**src/rtl/axi4_lite_master.sv**
```systemverilog
`default_nettype none
// ============================================================================
// Module   : axi4_lite_master
// Function : Converts one CPU request at a time into AXI4-Lite AR/R or AW/W/B
//            transactions and returns a single response to the CPU.
//            Optional transaction abort: define AXI4_LITE_M_TIMEOUT_EN.
// Revision : 1.0 - initial release
// ============================================================================
module axi4_lite_master #(
    parameter int ADDR_W      = 32,
    parameter int DATA_W      = 32,
    parameter int MASK_W      = DATA_W / 8,
    parameter int RESP_W      = 2,
    parameter int TIMEOUT_CYC = 255
) (
    input  logic              iClock,
    input  logic              iResetN,
    // CPU request / response
    input  logic              iReqValid,
    input  logic              iReqWr,
    input  logic [ADDR_W-1:0] iReqAddr,
    input  logic [DATA_W-1:0] iReqData,
    input  logic [MASK_W-1:0] iReqMask,
    output logic              oReqReady,
    output logic              oRspValid,
    output logic [DATA_W-1:0] oRspData,
    output logic [RESP_W-1:0] oRspResp,
    input  logic              iRspReady,
    output logic              oTimeout,
    // AXI4-Lite read address / data
    output logic              pAXI4_ar_valid,
    output logic [ADDR_W-1:0] pAXI4_ar_bits_addr,
    input  logic              pAXI4_ar_ready,
    output logic              pAXI4_r_ready,
    input  logic              pAXI4_r_valid,
    input  logic [DATA_W-1:0] pAXI4_r_bits_data,
    input  logic [RESP_W-1:0] pAXI4_r_bits_resp,
    // AXI4-Lite write address / data / response
    output logic              pAXI4_aw_valid,
    output logic [ADDR_W-1:0] pAXI4_aw_bits_addr,
    input  logic              pAXI4_aw_ready,
    output logic              pAXI4_w_valid,
    output logic [DATA_W-1:0] pAXI4_w_bits_data,
    output logic [MASK_W-1:0] pAXI4_w_bits_strb,
    input  logic              pAXI4_w_ready,
    output logic              pAXI4_b_ready,
    input  logic              pAXI4_b_valid,
    input  logic [RESP_W-1:0] pAXI4_b_bits_resp
);

    typedef enum logic [2:0] {
        ST_IDLE    = 3'd0,
        ST_RD_ADDR = 3'd1,
        ST_RD_DATA = 3'd2,
        ST_WR_REQ  = 3'd3,
        ST_WR_RESP = 3'd4,
        ST_RSP     = 3'd5
    } state_t;

    state_t              state_q, state_d;
    logic                ar_valid_q, ar_valid_d;
    logic                r_ready_q, r_ready_d;
    logic                aw_valid_q, aw_valid_d;
    logic                w_valid_q, w_valid_d;
    logic                b_ready_q, b_ready_d;
    logic [ADDR_W-1:0]   addr_q, addr_d;
    logic [DATA_W-1:0]   data_q, data_d;
    logic [MASK_W-1:0]   strb_q, strb_d;
    logic                rsp_valid_q, rsp_valid_d;
    logic [DATA_W-1:0]   rsp_data_q, rsp_data_d;
    logic [RESP_W-1:0]   rsp_resp_q, rsp_resp_d;

    logic                ar_hs, r_hs, aw_hs, w_hs, b_hs;
    logic                aw_done, w_done;

`ifdef AXI4_LITE_M_TIMEOUT_EN
    localparam int CNT_W = $clog2(TIMEOUT_CYC + 1);
    logic [CNT_W-1:0]    tmo_cnt_q, tmo_cnt_d;
    logic                timeout_q, timeout_d;
    logic                busy;

    assign busy     = (state_q != ST_IDLE) && (state_q != ST_RSP);
    assign oTimeout = timeout_q;
`else
    logic                unused_tmo_cfg;

    assign unused_tmo_cfg = (TIMEOUT_CYC == 0);
    assign oTimeout       = 1'b0;
`endif

    assign ar_hs   = ar_valid_q && pAXI4_ar_ready;
    assign r_hs    = r_ready_q  && pAXI4_r_valid;
    assign aw_hs   = aw_valid_q && pAXI4_aw_ready;
    assign w_hs    = w_valid_q  && pAXI4_w_ready;
    assign b_hs    = b_ready_q  && pAXI4_b_valid;
    // A channel is finished once its valid is gone or it handshakes this cycle
    assign aw_done = !aw_valid_q || aw_hs;
    assign w_done  = !w_valid_q  || w_hs;

    always_comb begin
        state_d     = state_q;
        ar_valid_d  = ar_valid_q;
        r_ready_d   = r_ready_q;
        aw_valid_d  = aw_valid_q;
        w_valid_d   = w_valid_q;
        b_ready_d   = b_ready_q;
        addr_d      = addr_q;
        data_d      = data_q;
        strb_d      = strb_q;
        rsp_valid_d = rsp_valid_q;
        rsp_data_d  = rsp_data_q;
        rsp_resp_d  = rsp_resp_q;
`ifdef AXI4_LITE_M_TIMEOUT_EN
        tmo_cnt_d   = tmo_cnt_q;
        timeout_d   = 1'b0;
`endif

        case (state_q)
            ST_IDLE: begin
                if (iReqValid) begin
                    addr_d = iReqAddr;
                    data_d = iReqData;
                    strb_d = iReqMask;
`ifdef AXI4_LITE_M_TIMEOUT_EN
                    tmo_cnt_d = '0;
`endif
                    if (iReqWr) begin
                        state_d    = ST_WR_REQ;
                        aw_valid_d = 1'b1;
                        w_valid_d  = 1'b1;
                    end else begin
                        state_d    = ST_RD_ADDR;
                        ar_valid_d = 1'b1;
                    end
                end
            end
            ST_RD_ADDR: begin
                if (ar_hs) begin
                    ar_valid_d = 1'b0;
                    r_ready_d  = 1'b1;
                    state_d    = ST_RD_DATA;
                end
            end
            ST_RD_DATA: begin
                if (r_hs) begin
                    r_ready_d   = 1'b0;
                    rsp_valid_d = 1'b1;
                    rsp_data_d  = pAXI4_r_bits_data;
                    rsp_resp_d  = pAXI4_r_bits_resp;
                    state_d     = ST_RSP;
                end
            end
            ST_WR_REQ: begin
                if (aw_hs) aw_valid_d = 1'b0;
                if (w_hs)  w_valid_d  = 1'b0;
                if (aw_done && w_done) begin
                    b_ready_d = 1'b1;
                    state_d   = ST_WR_RESP;
                end
            end
            ST_WR_RESP: begin
                if (b_hs) begin
                    b_ready_d   = 1'b0;
                    rsp_valid_d = 1'b1;
                    rsp_data_d  = '0;
                    rsp_resp_d  = pAXI4_b_bits_resp;
                    state_d     = ST_RSP;
                end
            end
            ST_RSP: begin
                if (iRspReady) begin
                    rsp_valid_d = 1'b0;
                    state_d     = ST_IDLE;
                end
            end
            default: state_d = ST_IDLE;
        endcase

`ifdef AXI4_LITE_M_TIMEOUT_EN
        // Abort wins over any handshake landing in the final allowed cycle
        if (busy) begin
            tmo_cnt_d = tmo_cnt_q + CNT_W'(1);
            if (tmo_cnt_q == CNT_W'(TIMEOUT_CYC - 1)) begin
                ar_valid_d  = 1'b0;
                r_ready_d   = 1'b0;
                aw_valid_d  = 1'b0;
                w_valid_d   = 1'b0;
                b_ready_d   = 1'b0;
                rsp_valid_d = 1'b1;
                rsp_data_d  = '0;
                rsp_resp_d  = {RESP_W{1'b1}};
                timeout_d   = 1'b1;
                state_d     = ST_RSP;
            end
        end
`endif
    end

    always_ff @(posedge iClock or negedge iResetN) begin
        if (!iResetN) begin
            state_q     <= ST_IDLE;
            ar_valid_q  <= 1'b0;
            r_ready_q   <= 1'b0;
            aw_valid_q  <= 1'b0;
            w_valid_q   <= 1'b0;
            b_ready_q   <= 1'b0;
            addr_q      <= '0;
            data_q      <= '0;
            strb_q      <= '0;
            rsp_valid_q <= 1'b0;
            rsp_data_q  <= '0;
            rsp_resp_q  <= '0;
`ifdef AXI4_LITE_M_TIMEOUT_EN
            tmo_cnt_q   <= '0;
            timeout_q   <= 1'b0;
`endif
        end else begin
            state_q     <= state_d;
            ar_valid_q  <= ar_valid_d;
            r_ready_q   <= r_ready_d;
            aw_valid_q  <= aw_valid_d;
            w_valid_q   <= w_valid_d;
            b_ready_q   <= b_ready_d;
            addr_q      <= addr_d;
            data_q      <= data_d;
            strb_q      <= strb_d;
            rsp_valid_q <= rsp_valid_d;
            rsp_data_q  <= rsp_data_d;
            rsp_resp_q  <= rsp_resp_d;
`ifdef AXI4_LITE_M_TIMEOUT_EN
            tmo_cnt_q   <= tmo_cnt_d;
            timeout_q   <= timeout_d;
`endif
        end
    end

    assign oReqReady          = (state_q == ST_IDLE);
    assign oRspValid          = rsp_valid_q;
    assign oRspData           = rsp_data_q;
    assign oRspResp           = rsp_resp_q;
    assign pAXI4_ar_valid     = ar_valid_q;
    assign pAXI4_ar_bits_addr = addr_q;
    assign pAXI4_r_ready      = r_ready_q;
    assign pAXI4_aw_valid     = aw_valid_q;
    assign pAXI4_aw_bits_addr = addr_q;
    assign pAXI4_w_valid      = w_valid_q;
    assign pAXI4_w_bits_data  = data_q;
    assign pAXI4_w_bits_strb  = strb_q;
    assign pAXI4_b_ready      = b_ready_q;

endmodule
`default_nettype wire

```
**config.mk**
```make
export PLATFORM = sky130hd
export DESIGN_NAME = axi4_lite_master
export DESIGN_NICKNAME = d
export VERILOG_FILES = /design/src/rtl/axi4_lite_master.sv
export SDC_FILE = /design/constraint.sdc
export NUM_CORES = 1
export LEC_CHECK = 0
export BUFFER_PORTS_ARGS = -buffer_cell sky130_fd_sc_hd__buf_2
export CORE_UTILIZATION = 28
export CTS_CLUSTER_SIZE = 20
export DETAILED_ROUTE_END_ITERATION = 10
export SLEW_MARGIN = 20
export SYNTH_ARGS = -nofsm -noshare
export SYNTH_HDL_FRONTEND = slang
export SYNTH_SLANG_ARGS = --single-unit
```
**constraint.sdc**
```tcl
create_clock -name iClock -period 2.2 [get_ports iClock]
set_input_delay 0.22 -clock iClock [delete_from_list [all_inputs] [get_ports iClock]]
set_output_delay 0.22 -clock iClock [all_outputs]
set_load 0.005 [all_outputs]
```
==> flow_metrics.py <==
metrics = {
    "routing": {
        "first_iter_violations": 96,
        "wire_per_inst_um": 13.5,
        "via_per_inst": 4.29,
        "first_pass_iters": 4,
        "drc_errors": 0,
        "ant_nets": 0,
        "vias": 3536,
        "postRouteWirelength_mm": 11.1,
    },
    "synthesis": {
        "synth-seq-cells": 111,
        "syn_inst": 389,
        "syn_area_per_cell_um2": 12.0,
        "synth_seq_area_share_pct": 59.5,
        "syn_nets": 503,
        "syn_area_um2": 4670,
        "ys_warn_count": 0,
        "synth_cell_type_count": 31,
    },
    "critical_path": {
        "path_max_fanout": 38,
        "reg2reg_to": "pAXI4_ar_bits_addr[6]",
        "max_stage_delay_ps": 520,
        "cp.required_ps": 2420,
        "setup.worst_path.start_class": "register",
        "startpoint": "state_q[0]",
        "endpoint": "pAXI4_ar_bits_addr[6]",
        "rrSetupSlack_ps": 460,
        "timing.rr.start": "state_q[0]",
        "cp-end-kind": "register",
        "criticalPathCategory": "reg -> reg",
        "ff2ff_path_depth": 4,
        "crit_slowest_cell": "dfrtp_1",
        "arrival_ps": 1960,
        "crit_chain": "nor3_1, and2_4, buf_12, mux2_2",
    },
    "outcome": {
        "status": "finished, final reports clean",
    },
    "cts": {
        "cts_tree": "built",
        "htree_num_levels": 3,
        "clk_latency_ps": 340,
        "cts_buffer_depth": 2,
        "cts_sinks": 111,
        "postCtsSetupBuffers": 0,
        "root_buffer": "clkbuf_16",
        "cts-buffers-inserted": 9,
        "path_clk_slew_ps": 70,
    },
    "die": {
        "fp.coreArea_um2": 16100,
        "io_pins": 256,
        "rows": 46,
        "start_util_pct": 29.1,
        "die_w_um": 131,
        "die_y_um": 131,
        "die_area_um2": 17200,
    },
    "finish": {
        "synthToLayoutAreaGrowth_pct": 33.1,
        "final_nets": 719,
        "antenna_cells": 0,
        "final_common_cell": "buf_2",
        "final_cell_mix": "253 x buf_2, 111 x dfrtp_1, 71 x nand2_1",
        "fin_area_um2": 6210,
        "post-route-util_pct": 38.7,
        "layout-drive-gt1-share_pct": 56.8,
    },
    "sta": {
        "slew_viol_final": 0,
        "final_min_period_over_clock_period_pct": 79.2,
        "worstMarginPinSlew_ps": 593,
        "rsz0062_at_grt": "false",
        "fin_setup_tns_ps": 0,
        "final.min_clock_period_ps": 1740,
        "slew_headroom_pct": 60.5,
        "fmax_mhz": 574,
        "hold_viol_final": 0,
        "skew_ps": 6.58,
        "setup_viol": 0,
    },
    "global_route": {
        "track_usage_pct": 13.3,
        "grt_max_degree": 112,
        "grt_pass1_vias": 3668,
        "overflow": 0,
        "grt_pass1_wl_mm": 18.3,
        "antenna_found_initial": 0,
    },
    "power_and_ir_drop": {
        "irDropWorstVdd_uv": 425,
        "power_leakage_nw": 3.23,
        "power_density_nw_per_um2": 1370,
    },
    "job": {
        "maxCapViolCount": 0,
    },
    "place": {
        "placed_area_um2": 5940,
        "port_buffers": 254,
        "place.gp.congestion": 0.772,
        "dp_hpwl_mm": 8.16,
    },
    "min_path": {
        "hold_class": "in -> reg",
    },
}
-- worst min-delay path by stage --
| stage | endpoint | slack [ps] | depth (start not counted) | start |
|---|---|---|---|---|
| 4_1_cts | pAXI4_aw_valid | 40 | 2 | pAXI4_aw_ready |
| 3_3_place_gp | pAXI4_ar_bits_addr[0] | 340 | 2 | iResetN |
| 3_5_place_dp | pAXI4_ar_bits_addr[29] | 340 | 2 | iResetN |
| 2_1_floorplan | oRspData[0] | -80 | 0 | iResetN |
| 5_1_grt | pAXI4_w_valid | 50 | 2 | pAXI4_w_ready |
| 6_report | pAXI4_aw_valid | 60 | 2 | pAXI4_aw_ready |
-- flip-flops by register name (all words and copies together) (netlist names) --
name and cells:
pAXI4_w_bits_strb 4, oRspData 32, pAXI4_aw_valid 1, pAXI4_w_valid 1, pAXI4_r_ready 1, oRspResp 2, state_q 3, pAXI4_ar_bits_addr 32
oRspValid 1, pAXI4_ar_valid 1, pAXI4_b_ready 1, pAXI4_w_bits_data 32
-- per-layer routing --
layer	share of wire (%)	track usage, %
met5	0	0
met4	2.6	6.14
met3	6.8	4.05
met2	50	22.8
met1	40	15.1
-- layout make-up --
type,instances,area [um^2]
Fill cell,1612,9850
Sequential cell,111,2780
Clock inverter,5,36.3
Clock buffer,10,229
Inverter,7,26.3
Multi-Input combinational cell,216,1500
Tap cell,216,270
Timing Repair Buffer,260,1370
-- cells in the mapped netlist (all sizes together) --
library cell | number | area [um^2]
nand2b | 1 | 6.26
o21ai | 39 | 195
a32oi | 1 | 8.76
o21a | 1 | 7.51
nor2b | 1 | 6.26
a21oi | 9 | 45.0
nor2 | 4 | 15.0
dfrtp | 111 | 2780
mux2 | 69 | 781
inv | 7 | 26.3
a21o | 1 | 7.51
a22oi | 1 | 7.51
and3 | 1 | 6.26
or3b | 1 | 8.76
and4b | 2 | 20.0
mux2i | 3 | 30.0
a21bo | 1 | 10.0
nand2 | 71 | 267
buf | 46 | 343
clkbuf | 9 | 33.8
o2111ai | 2 | 23.8
nor3 | 3 | 15.0
nor3b | 1 | 7.51
and2 | 1 | 6.26
conb | 1 | 3.75
nand3 | 2 | 10.0
-- worst max-delay path, delay by kind of cell (launching register included) --
kind | cells | cell delay (ps)
and+or+nand+nor | 2 | 480
buffers and inverters | 1 | 210
muxes | 1 | 370
DFF | 1 | 520
-- repair_timing --
item | 4_1_cts | 5_1_grt
gates resized for setup | 0 | 0
endpoints found under the hold margin | 109 | 0
hold buffers | 1 | 0
-- report_power, final --
part	internal, mW	switching (mW)
Sequential	3.03	0.633
Combinational	1.90	1.49
Clock	0.763	0.723
Total	5.69	2.85
-- stage by stage --
stage	hold slack (ps)	total power, mW	setup slack, ps	std cells
after floorplan	-75.6	5.78	524	389
after global placement	344	7.02	447	809
after detailed placement	345	7.17	441	809
after CTS	39.9	8.70	431	825
after global routing	51.0	9.19	352	825
final	62.4	8.54	458	825
-- cells by family after synthesis --
family,after synthesis,synth area share (%)
other,1,0.0803
buffers and inverters,62,8.63
muxes,72,17.4
and+or+nand+nor,88,7.88
AOI/OAI and AO/OA,55,6.54
DFF,111,59.5
Power figures use the tool's default switching activity.
